**config.mk**
```make
export PLATFORM = sky130hd
export DESIGN_NAME = seq_alu
export DESIGN_NICKNAME = d
export VERILOG_FILES = /design/src/rtl/seq_alu.sv
export SDC_FILE = /design/constraint.sdc
export NUM_CORES = 1
export LEC_CHECK = 0
export BUFFER_PORTS_ARGS = -buffer_cell sky130_fd_sc_hd__buf_4
export CAP_MARGIN = 30
export CORE_MARGIN = 5
export CORE_UTILIZATION = 30
export DETAILED_ROUTE_END_ITERATION = 12
export PLACE_DENSITY = 0.51
export SETUP_SLACK_MARGIN = 0.5
export SLEW_MARGIN = 20
export SYNTH_ARGS = -nofsm -noshare
export SYNTH_HDL_FRONTEND = slang
export SYNTH_SLANG_ARGS = --single-unit
```
**constraint.sdc**
```tcl
create_clock -name clk -period 4.4 [get_ports clk]
set_input_delay 0.44 -clock clk [delete_from_list [all_inputs] [get_ports clk]]
set_output_delay 0.44 -clock clk [all_outputs]
set_load 0.1 [all_outputs]
```
**src/rtl/seq_alu.sv**
```systemverilog
// seq_alu: multi-cycle ALU with valid/ready handshakes and status flags.
//   Single-cycle ops (add/sub/shift/rotate/logic/compare, divide-by-zero) finish on the
//   accepting edge. MUL (shift-add) and DIV (restoring) take WIDTH further cycles.
// Ports:
//   clk, reset            rising-edge clock, asynchronous active-low reset
//   in_valid/in_ready     request handshake (in_ready only in idle)
//   opcode, operand1/2    operation select and operands, latched on accept
//   out_valid/out_ready   result handshake; outputs held until out_ready
//   result, result_hi     primary result / product low / quotient; product high / remainder
//   flag_zero/carry/ovf/dz status flags registered with the result
module seq_alu #(
  parameter int unsigned WIDTH = 16,
  parameter int unsigned CNT_W = $clog2(WIDTH) + 1
) (
  input  logic             clk,
  input  logic             reset,
  input  logic             in_valid,
  output logic             in_ready,
  input  logic [3:0]       opcode,
  input  logic [WIDTH-1:0] operand1,
  input  logic [WIDTH-1:0] operand2,
  output logic             out_valid,
  input  logic             out_ready,
  output logic [WIDTH-1:0] result,
  output logic [WIDTH-1:0] result_hi,
  output logic             flag_zero,
  output logic             flag_carry,
  output logic             flag_ovf,
  output logic             flag_dz
);

  typedef enum logic [1:0] {StIdle, StMul, StDiv, StDone} state_e;

  localparam logic [3:0] OpAdd  = 4'h0;
  localparam logic [3:0] OpSub  = 4'h1;
  localparam logic [3:0] OpMul  = 4'h2;
  localparam logic [3:0] OpDiv  = 4'h3;
  localparam logic [3:0] OpShl  = 4'h4;
  localparam logic [3:0] OpShr  = 4'h5;
  localparam logic [3:0] OpRol  = 4'h6;
  localparam logic [3:0] OpRor  = 4'h7;
  localparam logic [3:0] OpAnd  = 4'h8;
  localparam logic [3:0] OpOr   = 4'h9;
  localparam logic [3:0] OpXor  = 4'hA;
  localparam logic [3:0] OpNor  = 4'hB;
  localparam logic [3:0] OpNand = 4'hC;
  localparam logic [3:0] OpXnor = 4'hD;
  localparam logic [3:0] OpGt   = 4'hE;

  localparam logic [CNT_W-1:0] LastCnt = CNT_W'(WIDTH - 1);

  state_e               state_q, state_d;
  logic [CNT_W-1:0]     cnt_q, cnt_d;
  // Shared work register: {acc, multiplier} for MUL, {remainder, dividend} for DIV.
  logic [2*WIDTH-1:0]   work_q, work_d;
  // Multiplicand for MUL, divisor for DIV.
  logic [WIDTH-1:0]     opb_q, opb_d;
  logic [WIDTH-1:0]     result_q, result_d;
  logic [WIDTH-1:0]     result_hi_q, result_hi_d;
  logic                 zero_q, zero_d;
  logic                 carry_q, carry_d;
  logic                 ovf_q, ovf_d;
  logic                 dz_q, dz_d;

  // Single-cycle datapath, evaluated on the live inputs at the accepting edge.
  logic [WIDTH-1:0] alu_res, alu_hi;
  logic             alu_carry, alu_ovf, alu_dz;
  logic [WIDTH:0]   add_full, sub_full;

  always_comb begin
    add_full  = {1'b0, operand1} + {1'b0, operand2};
    sub_full  = {1'b0, operand1} - {1'b0, operand2};
    alu_res   = '0;
    alu_hi    = '0;
    alu_carry = 1'b0;
    alu_ovf   = 1'b0;
    alu_dz    = 1'b0;
    case (opcode)
      OpAdd: begin
        alu_res   = add_full[WIDTH-1:0];
        alu_carry = add_full[WIDTH];
        alu_ovf   = (operand1[WIDTH-1] == operand2[WIDTH-1]) &&
                    (add_full[WIDTH-1] != operand1[WIDTH-1]);
      end
      OpSub: begin
        alu_res   = sub_full[WIDTH-1:0];
        alu_carry = sub_full[WIDTH];
        alu_ovf   = (operand1[WIDTH-1] != operand2[WIDTH-1]) &&
                    (sub_full[WIDTH-1] != operand1[WIDTH-1]);
      end
      // Only divide-by-zero reaches the single-cycle path for DIV.
      OpDiv: begin
        alu_res = '1;
        alu_hi  = operand1;
        alu_dz  = 1'b1;
      end
      OpShl: begin
        alu_res   = {operand1[WIDTH-2:0], 1'b0};
        alu_carry = operand1[WIDTH-1];
      end
      OpShr: begin
        alu_res   = {1'b0, operand1[WIDTH-1:1]};
        alu_carry = operand1[0];
      end
      OpRol: begin
        alu_res   = {operand1[WIDTH-2:0], operand1[WIDTH-1]};
        alu_carry = operand1[WIDTH-1];
      end
      OpRor: begin
        alu_res   = {operand1[0], operand1[WIDTH-1:1]};
        alu_carry = operand1[0];
      end
      OpAnd:  alu_res = operand1 & operand2;
      OpOr:   alu_res = operand1 | operand2;
      OpXor:  alu_res = operand1 ^ operand2;
      OpNor:  alu_res = ~(operand1 | operand2);
      OpNand: alu_res = ~(operand1 & operand2);
      OpXnor: alu_res = ~(operand1 ^ operand2);
      OpGt:   alu_res = {{(WIDTH-1){1'b0}}, (operand1 > operand2)};
      default: alu_res = {{(WIDTH-1){1'b0}}, (operand1 == operand2)};
    endcase
  end

  // One shift-add multiply step: add multiplicand to the upper half when the
  // multiplier LSB is set, then shift the whole register right by one.
  logic [WIDTH:0]       mul_sum;
  logic [2*WIDTH-1:0]   mul_step;
  // One restoring divide step: shift {rem, dividend} left, subtract divisor if it fits.
  logic [WIDTH:0]       div_trial;
  logic                 div_fits;
  logic [WIDTH-1:0]     div_rem;
  logic [2*WIDTH-1:0]   div_step;

  always_comb begin
    mul_sum   = {1'b0, work_q[2*WIDTH-1:WIDTH]} + (work_q[0] ? {1'b0, opb_q} : '0);
    mul_step  = {mul_sum, work_q[WIDTH-1:1]};
    div_trial = work_q[2*WIDTH-1:WIDTH-1];
    div_fits  = (div_trial >= {1'b0, opb_q});
    // The remainder after subtraction is below the divisor, so the low bits suffice.
    div_rem   = div_fits ? (div_trial[WIDTH-1:0] - opb_q) : div_trial[WIDTH-1:0];
    div_step  = {div_rem, work_q[WIDTH-2:0], div_fits};
  end

  always_comb begin
    state_d     = state_q;
    cnt_d       = cnt_q;
    work_d      = work_q;
    opb_d       = opb_q;
    result_d    = result_q;
    result_hi_d = result_hi_q;
    zero_d      = zero_q;
    carry_d     = carry_q;
    ovf_d       = ovf_q;
    dz_d        = dz_q;
    unique case (state_q)
      StIdle: begin
        if (in_valid) begin
          cnt_d = '0;
          if (opcode == OpMul) begin
            state_d = StMul;
            work_d  = {{WIDTH{1'b0}}, operand2};
            opb_d   = operand1;
          end else if (opcode == OpDiv && operand2 != '0) begin
            state_d = StDiv;
            work_d  = {{WIDTH{1'b0}}, operand1};
            opb_d   = operand2;
          end else begin
            state_d     = StDone;
            result_d    = alu_res;
            result_hi_d = alu_hi;
            zero_d      = (alu_res == '0);
            carry_d     = alu_carry;
            ovf_d       = alu_ovf;
            dz_d        = alu_dz;
          end
        end
      end
      StMul: begin
        work_d = mul_step;
        cnt_d  = cnt_q + CNT_W'(1);
        if (cnt_q == LastCnt) begin
          state_d     = StDone;
          cnt_d       = '0;
          result_d    = mul_step[WIDTH-1:0];
          result_hi_d = mul_step[2*WIDTH-1:WIDTH];
          zero_d      = (mul_step[WIDTH-1:0] == '0);
          carry_d     = (mul_step[2*WIDTH-1:WIDTH] != '0);
          ovf_d       = 1'b0;
          dz_d        = 1'b0;
        end
      end
      StDiv: begin
        work_d = div_step;
        cnt_d  = cnt_q + CNT_W'(1);
        if (cnt_q == LastCnt) begin
          state_d     = StDone;
          cnt_d       = '0;
          result_d    = div_step[WIDTH-1:0];
          result_hi_d = div_step[2*WIDTH-1:WIDTH];
          zero_d      = (div_step[WIDTH-1:0] == '0);
          carry_d     = 1'b0;
          ovf_d       = 1'b0;
          dz_d        = 1'b0;
        end
      end
      StDone: begin
        if (out_ready) state_d = StIdle;
      end
      default: state_d = StIdle;
    endcase
  end

  always_ff @(posedge clk or negedge reset) begin
    if (!reset) begin
      state_q     <= StIdle;
      cnt_q       <= '0;
      work_q      <= '0;
      opb_q       <= '0;
      result_q    <= '0;
      result_hi_q <= '0;
      zero_q      <= 1'b0;
      carry_q     <= 1'b0;
      ovf_q       <= 1'b0;
      dz_q        <= 1'b0;
    end else begin
      state_q     <= state_d;
      cnt_q       <= cnt_d;
      work_q      <= work_d;
      opb_q       <= opb_d;
      result_q    <= result_d;
      result_hi_q <= result_hi_d;
      zero_q      <= zero_d;
      carry_q     <= carry_d;
      ovf_q       <= ovf_d;
      dz_q        <= dz_d;
    end
  end

  assign in_ready   = (state_q == StIdle);
  assign out_valid  = (state_q == StDone);
  assign result     = result_q;
  assign result_hi  = result_hi_q;
  assign flag_zero  = zero_q;
  assign flag_carry = carry_q;
  assign flag_ovf   = ovf_q;
  assign flag_dz    = dz_q;

endmodule

```
; Word level (Yosys, flattened, before mapping)
; Cells that the tools add are included.
; W data, S select, Z words.
[word_totals]
output_inout_bits = 38
reg_bits = 91
inputBits = 40
[classes]
magnitude_cmp = 2
muxes = 54
eq_ne = 31
reduce_logical = 22
n_addsub = 5
n_bitwise = 6
[ops]
columns = cell, count
row1 = $mux W16, 15
row2 = $pmux W16 S14, 1
row3 = $mux W32, 3
row4 = $pmux W16 S3, 2
row5 = $pmux W32 S3, 1
row6 = $logic_not A16 Y1, 3
row7 = $not A16 Y16, 3
row8 = $add A16 B16 Y17, 2
row9 = $reduce_bool A16 Y1, 2
row10 = $eq A4 B4 Y1 const B, 7
row11 = $mux W1, 18
row12 = $ge A17 B16 Y1, 1
row13 = $sub A16 B16 Y17, 1
row14 = $and A16 B16 Y16, 1
row15 = $eq A16 B16 Y1, 1
row16 = $eq A4 B3 Y1 const B, 4
row17 = $gt A16 B16 Y1, 1
row18 = $or A16 B16 Y16, 1
row19 = $sub A16 B16 Y16, 1
row20 = $xor A16 B16 Y16, 1
row21 = $mux W5, 2
row22 = $ne A2 B2 Y1 const B, 5
row23 = $pmux W5 S2, 1
row24 = $reduce_and A3 Y1, 3
row25 = 24 further kinds, 40

; Longest topological paths before layout
[logic_depth]
depth_word = 8
ltp_mapped = 13
ltp_nobuf = 13

; Least setup slack after synthesis
; No wires, ideal clock.
[synth_path]
kind = register -> register
start = register work_q[0]
end = register carry_q (netlist: flag_carry)
n_path_buf = 1
arrival_time_ns = 3.123
path_slack_ns = 1.147
setup_ns = 0.130
path_stages_with_launch = 14
period_less_slack_ns = 3.253
required_time_ns = 4.270
cell_sequence = dfrtp_1 > inv_1 > clkbuf_1 > nor2_1 > fa_1 > a21oi_1 > o2111a_1 > nor2_1 > a2111o_1 > or3_1 > a31oi_1 > nand4bb_1 > o31ai_1 > a21oi_1
[synth_via]
elab_chain_len = 5
[synth_lines]
columns = element, line_no
row1 = from (decl), 55  ; logic [2*WIDTH-1:0] work_q, work_d;
row2 = from (signal assigned), 228  ; work_q <= work_d;
row3 = $mux W16, 135  ; mul_sum = {1'b0, work_q[2*WIDTH-1:WIDTH]} + (work_q[0] ? {1'b0, opb_q} : '0);
row4 = $add A16 B16 Y17, 135
row5 = $reduce_bool A16 Y1, 187  ; carry_d = (mul_step[2*WIDTH-1:WIDTH] != '0);
row6 = $mux W1, 181  ; if (cnt_q == LastCnt) begin
row7 = $pmux W1 S3, 155  ; unique case (state_q)
row8 = to (signal assigned), 233  ; carry_q <= carry_d;
row9 = to (decl), 61  ; logic carry_q, carry_d;
; Every way passes these cells. The select of a mux whose other input is x is not followed.
; A chain may end at the register's enable or synchronous reset.

; Worst setup path in the final report
; Same ends and word-level chain as after synthesis.

==> metrics.txt <==
Cell Pwr Density=823 nW/um^2; DR vias/cell=5.76; Tcrit/Tclk final=0.817; Seq cells post-synth=91; Leak=4.78 nW; fill count=3511; Overall Global Routing Usage=0.208; worst hold path type=input pin to asynchronous set/reset pin; CTS tree=built; CP delay by family, top=compound AO/OA/AOI/OAI gates; Worst setup EP type=flip-flop; number of flops mapped to enable cells by yosys=0; # H-tree levels=3; Antenna diodes=0; fin. max-slew vios=0; critical path arrival=3.82 ns; global route total overflow=0; crit path launch type=flip-flop; Synth area leader=dfrtp_1; maximum clock path buffer count=2; first-pass GRT wire length=59800 um; Worst-path clk slew=0.07 ns; Slew @ Worst Pin=0.859 ns; Buf/Inv on CP=0; setup TNS=0 ns; register area share after synthesis=0.230; Worst Path Max Fanout=4; final setup fails=0; ANT nets after route=0; reg2reg end=flag_carry$_DFFE_PN0P_; Core Area=32500 sq um; Post-Syn Nets=1431; initial antenna violation count=0; vias in the first global route=9911; worst IR drop on VDD=0.000430 V; synth unique cells=89; Initial Util=0.305; reg2reg start=work_q[0]$_DFFE_PN0P_; Worst Path Required=4.63 ns; drt wl/cell=21.7 um; Mean Syn Cell Area=7.61 sq um; drt drc=0; crit-path most repeated cell=a21oi_1; Hold Slack=0.167 ns; Ports=78; synth warn=0; Synth Flop Type=dfrtp_1; clock skew=0.00901 ns; post-route cell area=11300 sq um; async set-reset flop share out of synthesis=1.00; I/O Buffers=77; CTS Hold Bufs=0; clock sinks=91; dpl cell area=11000 sq um; share of cells above drive strength 1=0.120; via count=10275; critical-path cell list=and2_1 > ha_1 > fa_1 > a21oi_1 > o2111a_1 > nor2_1 > a2111o_1 > or3_1 > a31oi_1 > nand4bb_1 > o31ai_1 > a21oi_1; Area Overhead vs Synth=13.8%; Hold Fails Final Rpt=0; Die ar.=36800 sq um; Post-layout nets=1466; Slowest-stage cell, CP=dfrtp_1; outcome=finished, final reports clean; Slew headroom=0.427; largest net degree at the start of global routing=64; DR iter-0 viols=1133; Die Y=192 um; Worst R2R Setup Slack=0.80 ns; main area contributors after synthesis=dfrtp_1 (23%), ha_1 (11%), a21oi_1 (7.2%); 1st-pass router iterations=6; GPL Wtd Cong=0.932; minimum clock period=3.60 ns; Die X=192 um; post-synthesis cell area=9910 sq um; Detailed Route WL=38700 um; DP HPWL=30400 um; total power=9.28 mW; max_cap viols=0; FP Rows=66; unrepaired setup endpoints after global routing=false; number of buffers created by CTS=9; fmax=278 MHz; share of the synthesized area in the top cell type=0.230; Worst-Skew Late Latency=0.35 ns; path depth of the worst reg2reg path=12; root buffer cell=clkbuf_16; crit-path max cell delay=0.44 ns; cell count after synthesis=1302; top post-synthesis cells by count=a21oi_1 (142), nor2_1 (142), dfrtp_1 (91); critical path class=flip-flop to flip-flop
==> power breakdown <==
| group | internal [mW] | total (mW) | switching [mW] |
|---|---|---|---|
| sequential | 1.28 | 1.63 | 0.349 |
| clock | 0.503 | 0.862 | 0.358 |
| combinational | 2.26 | 6.79 | 4.53 |
| total | 4.04 | 9.28 | 5.24 |
==> area by class of cell <==
class,count,area [sq um],share of cell area
Clock buffer,9,225,0.0200
Clock inverter,7,98.8,0.00876
Inverter,82,312,0.0276
Multi-Input combinational cell,1045,7000,0.621
Sequential cell,91,2280,0.202
Tap cell,442,553,0.0490
Timing Repair Buffer,108,815,0.0722
==> layer usage <==
metal  track usage  share of wire
met5             0              0
met4        0.0638          0.030
met3        0.0231          0.050
met2         0.348           0.47
met1         0.282           0.45
==> cells in the final DEF, fill, tap and decap left out, drive strengths merged, types with 15 or more instances in the layout <==
cell type | netlist | layout
nor2b | 17 | 17
nand2b | 17 | 17
nand2 | 90 | 90
dfrtp | 91 | 91
buf | 29 | 108
a22oi | 23 | 23
o211ai | 35 | 35
a21oi | 143 | 143
a31oi | 29 | 29
ha | 85 | 85
nand3 | 22 | 22
nor3 | 29 | 29
a211oi | 31 | 31
o21ai | 74 | 74
o21a | 27 | 27
nor2 | 142 | 142
nor4 | 16 | 16
a21o | 15 | 15
inv | 81 | 82
xnor2 | 23 | 23
==> flip-flops by register name (all words and copies together) (netlist names), 2 cells and up <==
signal and count:
opb_q 16, result 16, state_q 2, result_hi 16, work_q 32, cnt_q 5
==> how the worst max path moves through the flow <==
stage,start,end,slack [ns],cells after the start
after global placement,work_q[0]$_DFFE_PN0P_,flag_carry$_DFFE_PN0P_,0.72,12
after detailed placement,work_q[0]$_DFFE_PN0P_,flag_carry$_DFFE_PN0P_,0.68,12
after CTS,work_q[0]$_DFFE_PN0P_,flag_carry$_DFFE_PN0P_,0.64,12
final,work_q[0]$_DFFE_PN0P_,flag_carry$_DFFE_PN0P_,0.80,12
after floorplan,work_q[0]$_DFFE_PN0P_,flag_carry$_DFFE_PN0P_,1.15,13
after global routing,work_q[0]$_DFFE_PN0P_,flag_carry$_DFFE_PN0P_,0.60,12
==> worst register-to-register path, stage by stage, from the launching register on <==
cell and delay [ns]:
dfrtp_1 0.44, and2_1 0.16, ha_1 0.21, fa_1 0.42
a21oi_1 0.29, o2111a_1 0.34, nor2_1 0.06, a2111o_1 0.42
or3_1 0.32, a31oi_1 0.26, nand4bb_1 0.13, o31ai_1 0.30
a21oi_1 0.11
==> through the flow <==
step / cells / worst slack (ns) / utilization
after floorplan: 1302 / 1.15 / -
after global placement: 1767 / 0.725 / 0.336
after detailed placement: 1768 / 0.680 / 0.337
after CTS: 1784 / 0.642 / 0.347
after global routing: 1784 / 0.599 / 0.347
final: 1784 / 0.804 / 0.347
==> cells by family after synthesis <==
| group | synth area share |
|---|---|
| mux | 0.0227 |
| fa+ha+maj | 0.115 |
| simple gates | 0.195 |
| xor+xnor | 0.0309 |
| flops | 0.230 |
| buf+inv | 0.0677 |
| compound gates | 0.338 |
==> timing repair <==
action                                  in CTS  in global routing
gates resized for setup                      0                  1
endpoints found under the setup margin       0                  1
buffers inserted                             0                  0
No activity file was read; power rests on OpenSTA's default activity.
